## src/rtl/vgacpu_sim_ctrl.sv

```systemverilog
// Simulation controller for the vgacpu Verilator top: DUT reset sequencing, cycle/frame
// counting, button playback and run limits. Optional macro VGACPU_SIM_FINISH_EN adds $finish on done.
module vgacpu_sim_ctrl #(
    parameter int              CNT_W       = 64,
    parameter longint unsigned CYCLE_LIMIT = 1000000,
    parameter int unsigned     FRAME_LIMIT = 0,
    parameter int unsigned     RST_HOLD    = 16,
    parameter int              NUM_BTN     = 4,
    parameter int unsigned     IDLE_LIMIT  = 0
) (
    input  logic               clk,
    input  logic               rst,
    input  logic               start,
    input  logic               vga_vsync,
    input  logic               btn_valid,
    output logic               btn_ready,
    input  logic [NUM_BTN-1:0] btn_mask,
    input  logic [15:0]        btn_hold,
    output logic               dut_n_rst,
    output logic [NUM_BTN-1:0] buttons,
    output logic [CNT_W-1:0]   cycle_count,
    output logic [31:0]        frame_count,
    output logic               done,
    output logic [1:0]         done_cause
);

    // state   | meaning
    // IDLE    | waiting for start, DUT held in reset
    // RST_DUT | DUT reset asserted for RST_HOLD cycles
    // RUN     | DUT running, counters active, buttons played back
    // DONE    | a limit fired, everything frozen until rst
    typedef enum logic [1:0] {S_IDLE, S_RST_DUT, S_RUN, S_DONE} state_t;

    localparam logic [CNT_W-1:0] CYC_LIM   = CNT_W'(CYCLE_LIMIT);
    localparam logic [31:0]      HOLD_INIT = (RST_HOLD == 0) ? 32'd1 : 32'(RST_HOLD);

    state_t      state;
    logic [31:0] hold_cnt;
    logic [31:0] idle_cnt;
    logic [15:0] press_cnt;
    logic        pressing;
    logic        releasing;
    logic        vsync_q;

    logic        vsync_fall;
    logic        accept;
    logic        cyc_hit;
    logic        frm_hit;
    logic        idl_hit;
    logic        limit_hit;
    logic [1:0]  cause_nxt;

    always_comb begin
        vsync_fall = vsync_q & ~vga_vsync;
        accept     = btn_valid & btn_ready;
        cyc_hit    = (CYCLE_LIMIT != 0) && (cycle_count == CYC_LIM);
        frm_hit    = (FRAME_LIMIT != 0) && (frame_count == FRAME_LIMIT);
        idl_hit    = (IDLE_LIMIT != 0) && (idle_cnt == IDLE_LIMIT);
        limit_hit  = cyc_hit | frm_hit | idl_hit;
        cause_nxt  = 2'd0;
        if (cyc_hit)      cause_nxt = 2'd1;
        else if (frm_hit) cause_nxt = 2'd2;
        else if (idl_hit) cause_nxt = 2'd3;
    end

    // idle_cnt counts RUN cycles since the last accept, including the current one,
    // so an idle timeout lines up with an equal cycle limit.
    always_ff @(posedge clk) begin
        if (rst) begin
            state       <= S_IDLE;
            hold_cnt    <= '0;
            idle_cnt    <= '0;
            press_cnt   <= '0;
            pressing    <= 1'b0;
            releasing   <= 1'b0;
            vsync_q     <= 1'b1;
            dut_n_rst   <= 1'b0;
            buttons     <= '0;
            btn_ready   <= 1'b0;
            cycle_count <= '0;
            frame_count <= '0;
            done        <= 1'b0;
            done_cause  <= 2'd0;
        end else begin
            vsync_q <= vga_vsync;
            case (state)
                S_IDLE: begin
                    if (start) begin
                        state    <= S_RST_DUT;
                        hold_cnt <= HOLD_INIT;
                    end
                end
                S_RST_DUT: begin
                    if (hold_cnt <= 32'd1) begin
                        state       <= S_RUN;
                        dut_n_rst   <= 1'b1;
                        btn_ready   <= 1'b1;
                        cycle_count <= CNT_W'(1);
                        idle_cnt    <= 32'd1;
                    end else begin
                        hold_cnt <= hold_cnt - 1'b1;
                    end
                end
                S_RUN: begin
                    if (limit_hit) begin
                        state      <= S_DONE;
                        done       <= 1'b1;
                        done_cause <= cause_nxt;
                        buttons    <= '0;
                        btn_ready  <= 1'b0;
                        pressing   <= 1'b0;
                        releasing  <= 1'b0;
                    end else begin
                        if (cycle_count != '1) cycle_count <= cycle_count + 1'b1;
                        if (vsync_fall && frame_count != '1) frame_count <= frame_count + 1'b1;
                        if (accept) idle_cnt <= 32'd1;
                        else if (idle_cnt != '1) idle_cnt <= idle_cnt + 1'b1;

                        if (accept) begin
                            buttons   <= btn_mask;
                            btn_ready <= 1'b0;
                            pressing  <= 1'b1;
                            press_cnt <= (btn_hold == 16'd0) ? 16'd1 : btn_hold;
                        end else if (pressing) begin
                            if (press_cnt <= 16'd1) begin
                                buttons   <= '0;
                                pressing  <= 1'b0;
                                releasing <= 1'b1;
                            end else begin
                                press_cnt <= press_cnt - 1'b1;
                            end
                        end else if (releasing) begin
                            releasing <= 1'b0;
                            btn_ready <= 1'b1;
                        end
                    end
                end
                S_DONE: begin
                end
                default: state <= S_IDLE;
            endcase
        end
    end

`ifdef VGACPU_SIM_FINISH_EN
    always @(posedge clk) begin
        if (!rst && state == S_RUN && limit_hit) begin
            $display("vgacpu_sim_ctrl: done cause=%0d cycles=%0d frames=%0d",
                     cause_nxt, cycle_count, frame_count);
            $finish();
        end
    end
`else
    // Run end is signalled only through done/done_cause.
`endif

endmodule

```

## config.mk

```make
export PLATFORM = sky130hd
export DESIGN_NAME = vgacpu_sim_ctrl
export DESIGN_NICKNAME = d
export VERILOG_FILES = /design/src/rtl/vgacpu_sim_ctrl.sv
export SDC_FILE = /design/constraint.sdc
export NUM_CORES = 1
export LEC_CHECK = 0
export BUFFER_PORTS_ARGS = -buffer_cell sky130_fd_sc_hd__buf_2
export CORE_ASPECT_RATIO = 1.1
export CORE_MARGIN = 5
export CORE_UTILIZATION = 30
export DETAILED_ROUTE_END_ITERATION = 16
export GPL_TIMING_DRIVEN = 0
export PLACE_DENSITY_LB_ADDON = 0.08
export SLEW_MARGIN = 20
export SYNTH_ARGS = -nofsm -noshare
export SYNTH_HDL_FRONTEND = slang
export SYNTH_SLANG_ARGS = --single-unit
```

## constraint.sdc

```tcl
create_clock -name clk -period 7.04 [get_ports clk]
set_input_delay 0 -clock clk [delete_from_list [all_inputs] [get_ports clk]]
set_output_delay 0 -clock clk [all_outputs]
set_load 0.01 [all_outputs]
```

==> key figures <==
STA
  – Final Hold Viols: 0
  – Final Max Slew Viols: 0
  – Post-route clock period utilization: 50.71%
  – Worst slew margin: 28.63%
  – Fin crit period: between 3000 and 4000 ps
  – Final Setup Violations: 0
  – Slew @ Worst Pin: ~1100 ps
  – Peak Freq: 280.1 MHz
  – Final Skew: between 10 and 15 ps
  – RSZ-0062 raised after global routing: no
  – Final setup TNS: 0 ps

Worst setup path
  – CP startpoint: cycle_count[6]
  – Slowest stage cell on the critical path: nor4_4
  – Worst Path Required: roughly 7400 ps
  – Kind of critical path: reg2reg
  – Slowest stage delay, CP: roughly 660 ps
  – Worst path depth: 9
  – Largest delay share family, worst path: simple AND/OR/NAND/NOR gates
  – Crit-path most repeated cell: nand4_1
  – Startpoint Class: flop
  – R2r worst-path depth: 9
  – Data arrival time of the critical path: between 3000 and 4000 ps
  – Reg2reg end: cycle_count[56]
  – R2R Setup Slk: approximately 3500 ps
  – Crit path capture: cycle_count[56]
  – Worst setup EP type: flop
  – Buf+Inv Stages, Crit Path: 2
  – Critical R2R Launch: cycle_count[6]
  – Worst path cell trace: nor4b_1 > nand4_1 > nor4_4 > nand2_1 > clkbuf_1 > nand4_1 > buf_2 > o21ai_0 > a21oi_1
  – Crit Path Max Fanout: 10

Synth
  – Synthesis Warnings: 0
  – Number of synthesized flops with an enable pin: 0
  – Post-synth ARST share: 0%
  – Post-synth top area cell: dfxtp_1
  – Top_reg_cell synth: dfxtp_1
  – Synth Net Count: 1142
  – Synth Cell Area: roughly 0.0085 sq mm
  – Syn_area_per_cell: slightly below 8 sq um
  – Register bit total from synthesis: 156
  – Post-synth top area share: 36.59%
  – Synth top area cells: dfxtp_1 37%, nor2_1 5.2%, nand2_1 5.0%
  – Distinct cells, synth: 63
  – Post-synthesis sequential area ratio: a little over a third
  – Syn Inst Count: 1105

Die
  – Top-level I/O count: 130
  – Initial Util: a little under a third
  – Row cnt: 64
  – Die area: roughly 0.032 sq mm
  – Core area: about 0.028 sq mm
  – Die height: 186.9 um
  – Die X: around 170 um

GRT
  – Remaining global-route overflow: 0
  – Vias in the first global route: 8432
  – Largest net degree at the start of global routing: 17
  – First-pass GRT wire length: 47840 um
  – Initial antenna violation count: 0
  – GRT Util Overall: between 10% and 20%

Clock network
  – Clk buf depth: 2
  – Clk sink count: approximately 160
  – CTS Root Cell: clkbuf_16
  – Setup bufs post-CTS: 0
  – Clk_lat worst skew: 440 ps
  – CTS tree: yes
  – Clock transition at path regs: 70 ps
  – H-tree depth: 4
  – CTS buffer count: 17

Finish
  – Area Growth Syn to Fin: 22.15%
  – FILL cells: about 3000
  – Share of cells above drive strength 1: 15.94%
  – N_diodes: 0
  – Reg area: between 0.003 and 0.004 sq mm
  – Cell area after layout: approximately 0.010 sq mm
  – Final #Nets: 1310
  – Post-route insts no fill: 1649
  – Area of the multi-input gates: roughly 0.005 sq mm

Pwr
  – Pwr dens: approximately 290 mW/mm^2
  – Register share of total power: approximately a third
  – Net Sw Power: 1.205 mW
  – Clk pwr share: 30.9%
  – Pint: 1.814 mW
  – Leakage power: ~3.7 nW
  – Maximum vdd ir drop: around 0.12 mV
  – Logic gate share of total power: around 35%
  – Sw frac: about 40%

Placed design
  – DP Area: just under 0.01 sq mm
  – Input/output buffers: roughly 130
  – Placed instance count: roughly 1600
  – GP Congestion: between 0.8 and 0.9
  – HPWL Detailed: ~22000 um

Route
  – Vias: between 8000 and 9000
  – Wirelength, routed: a little over 30000 um
  – Vias/cell: around 5.3
  – Per-cell routed wire length: roughly 18 um
  – Iter 0 DRT Violations: approximately 650
  – Detailed-route DRC error count: 0
  – DRT antenna net count: 0
  – Drt first pass iters: 5

Worst hold path
  – Min-delay src: btn_hold[15]
  – Hold Path Class: in2reg

Run status
  – Outcome: finished, final reports clean

Job
  – Max-cap violation count: 0
## what timing repair did
| action | in CTS | in global routing |
|---|---|---|
| endpoints found under the hold margin | 21 | 0 |
| hold buffers | 21 | 0 |
| gates resized for setup | 0 | 0 |
| setup endpoints to repair | 0 | 0 |
## cell type report
class,instances,area share [%]
Multi-Input combinational cell,851,47.85
Sequential cell,156,29.96
Timing Repair Buffer,149,8.161
Tap cell,363,4.357
Clock buffer,17,4.081
Buffer,72,3.205
Clock inverter,15,1.452
Inverter,26,0.9361
## routing by layer
layer	part of all wire, %	GRT usage [%]	wire [um]	vias up
li1	-	-	-	4370
met1	46	24.62	13820	4170
met2	49	31.56	14730	204
met3	4.0	2.642	1223	33
met4	1.9	5.456	580	0
met5	0	0	0	-
## how the worst min path moves through the flow
stage | to | slack, ps | cells after the start
after CTS | press_cnt[15] | 20 | 5
final | press_cnt[15] | 20 | 5
after detailed placement | vsync_q | 200 | 2
after global routing | press_cnt[15] | 90 | 5
after floorplan | vsync_q | 110 | 1
after global placement | vsync_q | 200 | 2
## cell usage in the layout, fill, tap and decap left out, drive strengths merged, types with 9 or more instances in the layout
cell         Yosys  final
nor3            50     50
xnor2           35     35
a31oi           18     18
dlygate4sd3      0     21
a21oi           63     63
or4             35     35
ha              12     12
and2            11     11
and3             9      9
nand3           66     66
xor2            19     19
a22oi           17     17
buf             26    154
inv             26     35
nand2          115    115
nor4            44     44
o21ai           57     57
nor2           118    118
or3             26     26
nand4           46     46
clkbuf          46     63
dfxtp          156    156
nor2b            9      9
or2              9      9
o31ai           19     19
## flip-flops by register name, indices dropped and copies added (netlist names)
register,flops
cycle_count,64
done,1
dut_n_rst,1
pressing,1
btn_ready,1
vsync_q,1
buttons,4
hold_cnt,32
state,2
frame_count,32
press_cnt,16
releasing,1
## synthesized netlist by cell type (3+ instances only)
| cell type | number |
|---|---|
| a211oi_1 | 7 |
| a21o_1 | 3 |
| a21oi_1 | 63 |
| a22oi_1 | 17 |
| a31oi_1 | 18 |
| and2_1 | 10 |
| and3_1 | 8 |
| and4_1 | 5 |
| buf_1 | 4 |
| buf_2 | 13 |
| buf_4 | 6 |
| buf_6 | 3 |
| clkbuf_1 | 44 |
| dfxtp_1 | 156 |
| ha_1 | 12 |
| inv_1 | 26 |
| mux2i_1 | 4 |
| nand2_1 | 113 |
| nand2b_1 | 7 |
| nand3_1 | 65 |
| nand3b_1 | 8 |
| nand4_1 | 45 |
| nand4b_1 | 8 |
| nor2_1 | 118 |
| nor2b_1 | 9 |
| nor3_1 | 50 |
| nor3b_1 | 5 |
| nor4_1 | 40 |
| nor4_4 | 3 |
| nor4b_1 | 3 |
| o21a_1 | 3 |
| o21ai_0 | 56 |
| o31ai_1 | 19 |
| o41ai_1 | 5 |
| or2_2 | 7 |
| or3_1 | 26 |
| or4_1 | 34 |
| xnor2_1 | 35 |
| xor2_1 | 19 |
## kinds of logic (layout without fill, tap and decap cells)
kind of cell | Yosys count | after routing | synth area share [%]
flip-flops | 156 | 156 | 36.59
multiplexers | 5 | 5 | 0.6011
buffers and inverters | 98 | 279 | 5.058
adder cells (fa/ha/maj) | 12 | 12 | 1.759
XOR/XNOR | 54 | 54 | 5.542
AND/OR/NAND/NOR | 580 | 580 | 36.45
other | 1 | 1 | 0.04394
AO/OA/AOI/OAI | 199 | 199 | 13.96
## worst reg2reg max path, cell delays in order (launching register included)
cell	delay [ps]
dfxtp_1	510
nor4b_1	520
nand4_1	270
nor4_4	660
nand2_1	180
clkbuf_1	330
nand4_1	460
buf_2	310
o21ai_0	120
a21oi_1	140
## stage by stage
stage                     hold slack, ps  utilization (%)  setup WS, ps  power [mW]
after floorplan                    106.6                -          4379       1.762
after global placement             198.3            34.46          3167       2.099
after detailed placement           200.9            34.46          3192       2.104
after CTS                          15.02            37.27          3126       3.058
after global routing               91.75            37.30          3087       3.207
final                              17.19            37.30          3470       3.018
## power groups by stage
stage,registers (mW),clock network (mW),logic (mW)
5_1_grt,1.03,0.993,1.18
4_1_cts,1.02,0.959,1.08
6_report,1.02,0.933,1.07
2_1_floorplan,1.02,0,0.739
3_5_place_dp,1.04,0,1.07
3_3_place_gp,1.04,0,1.06
No activity file was read; power rests on OpenSTA's default activity.
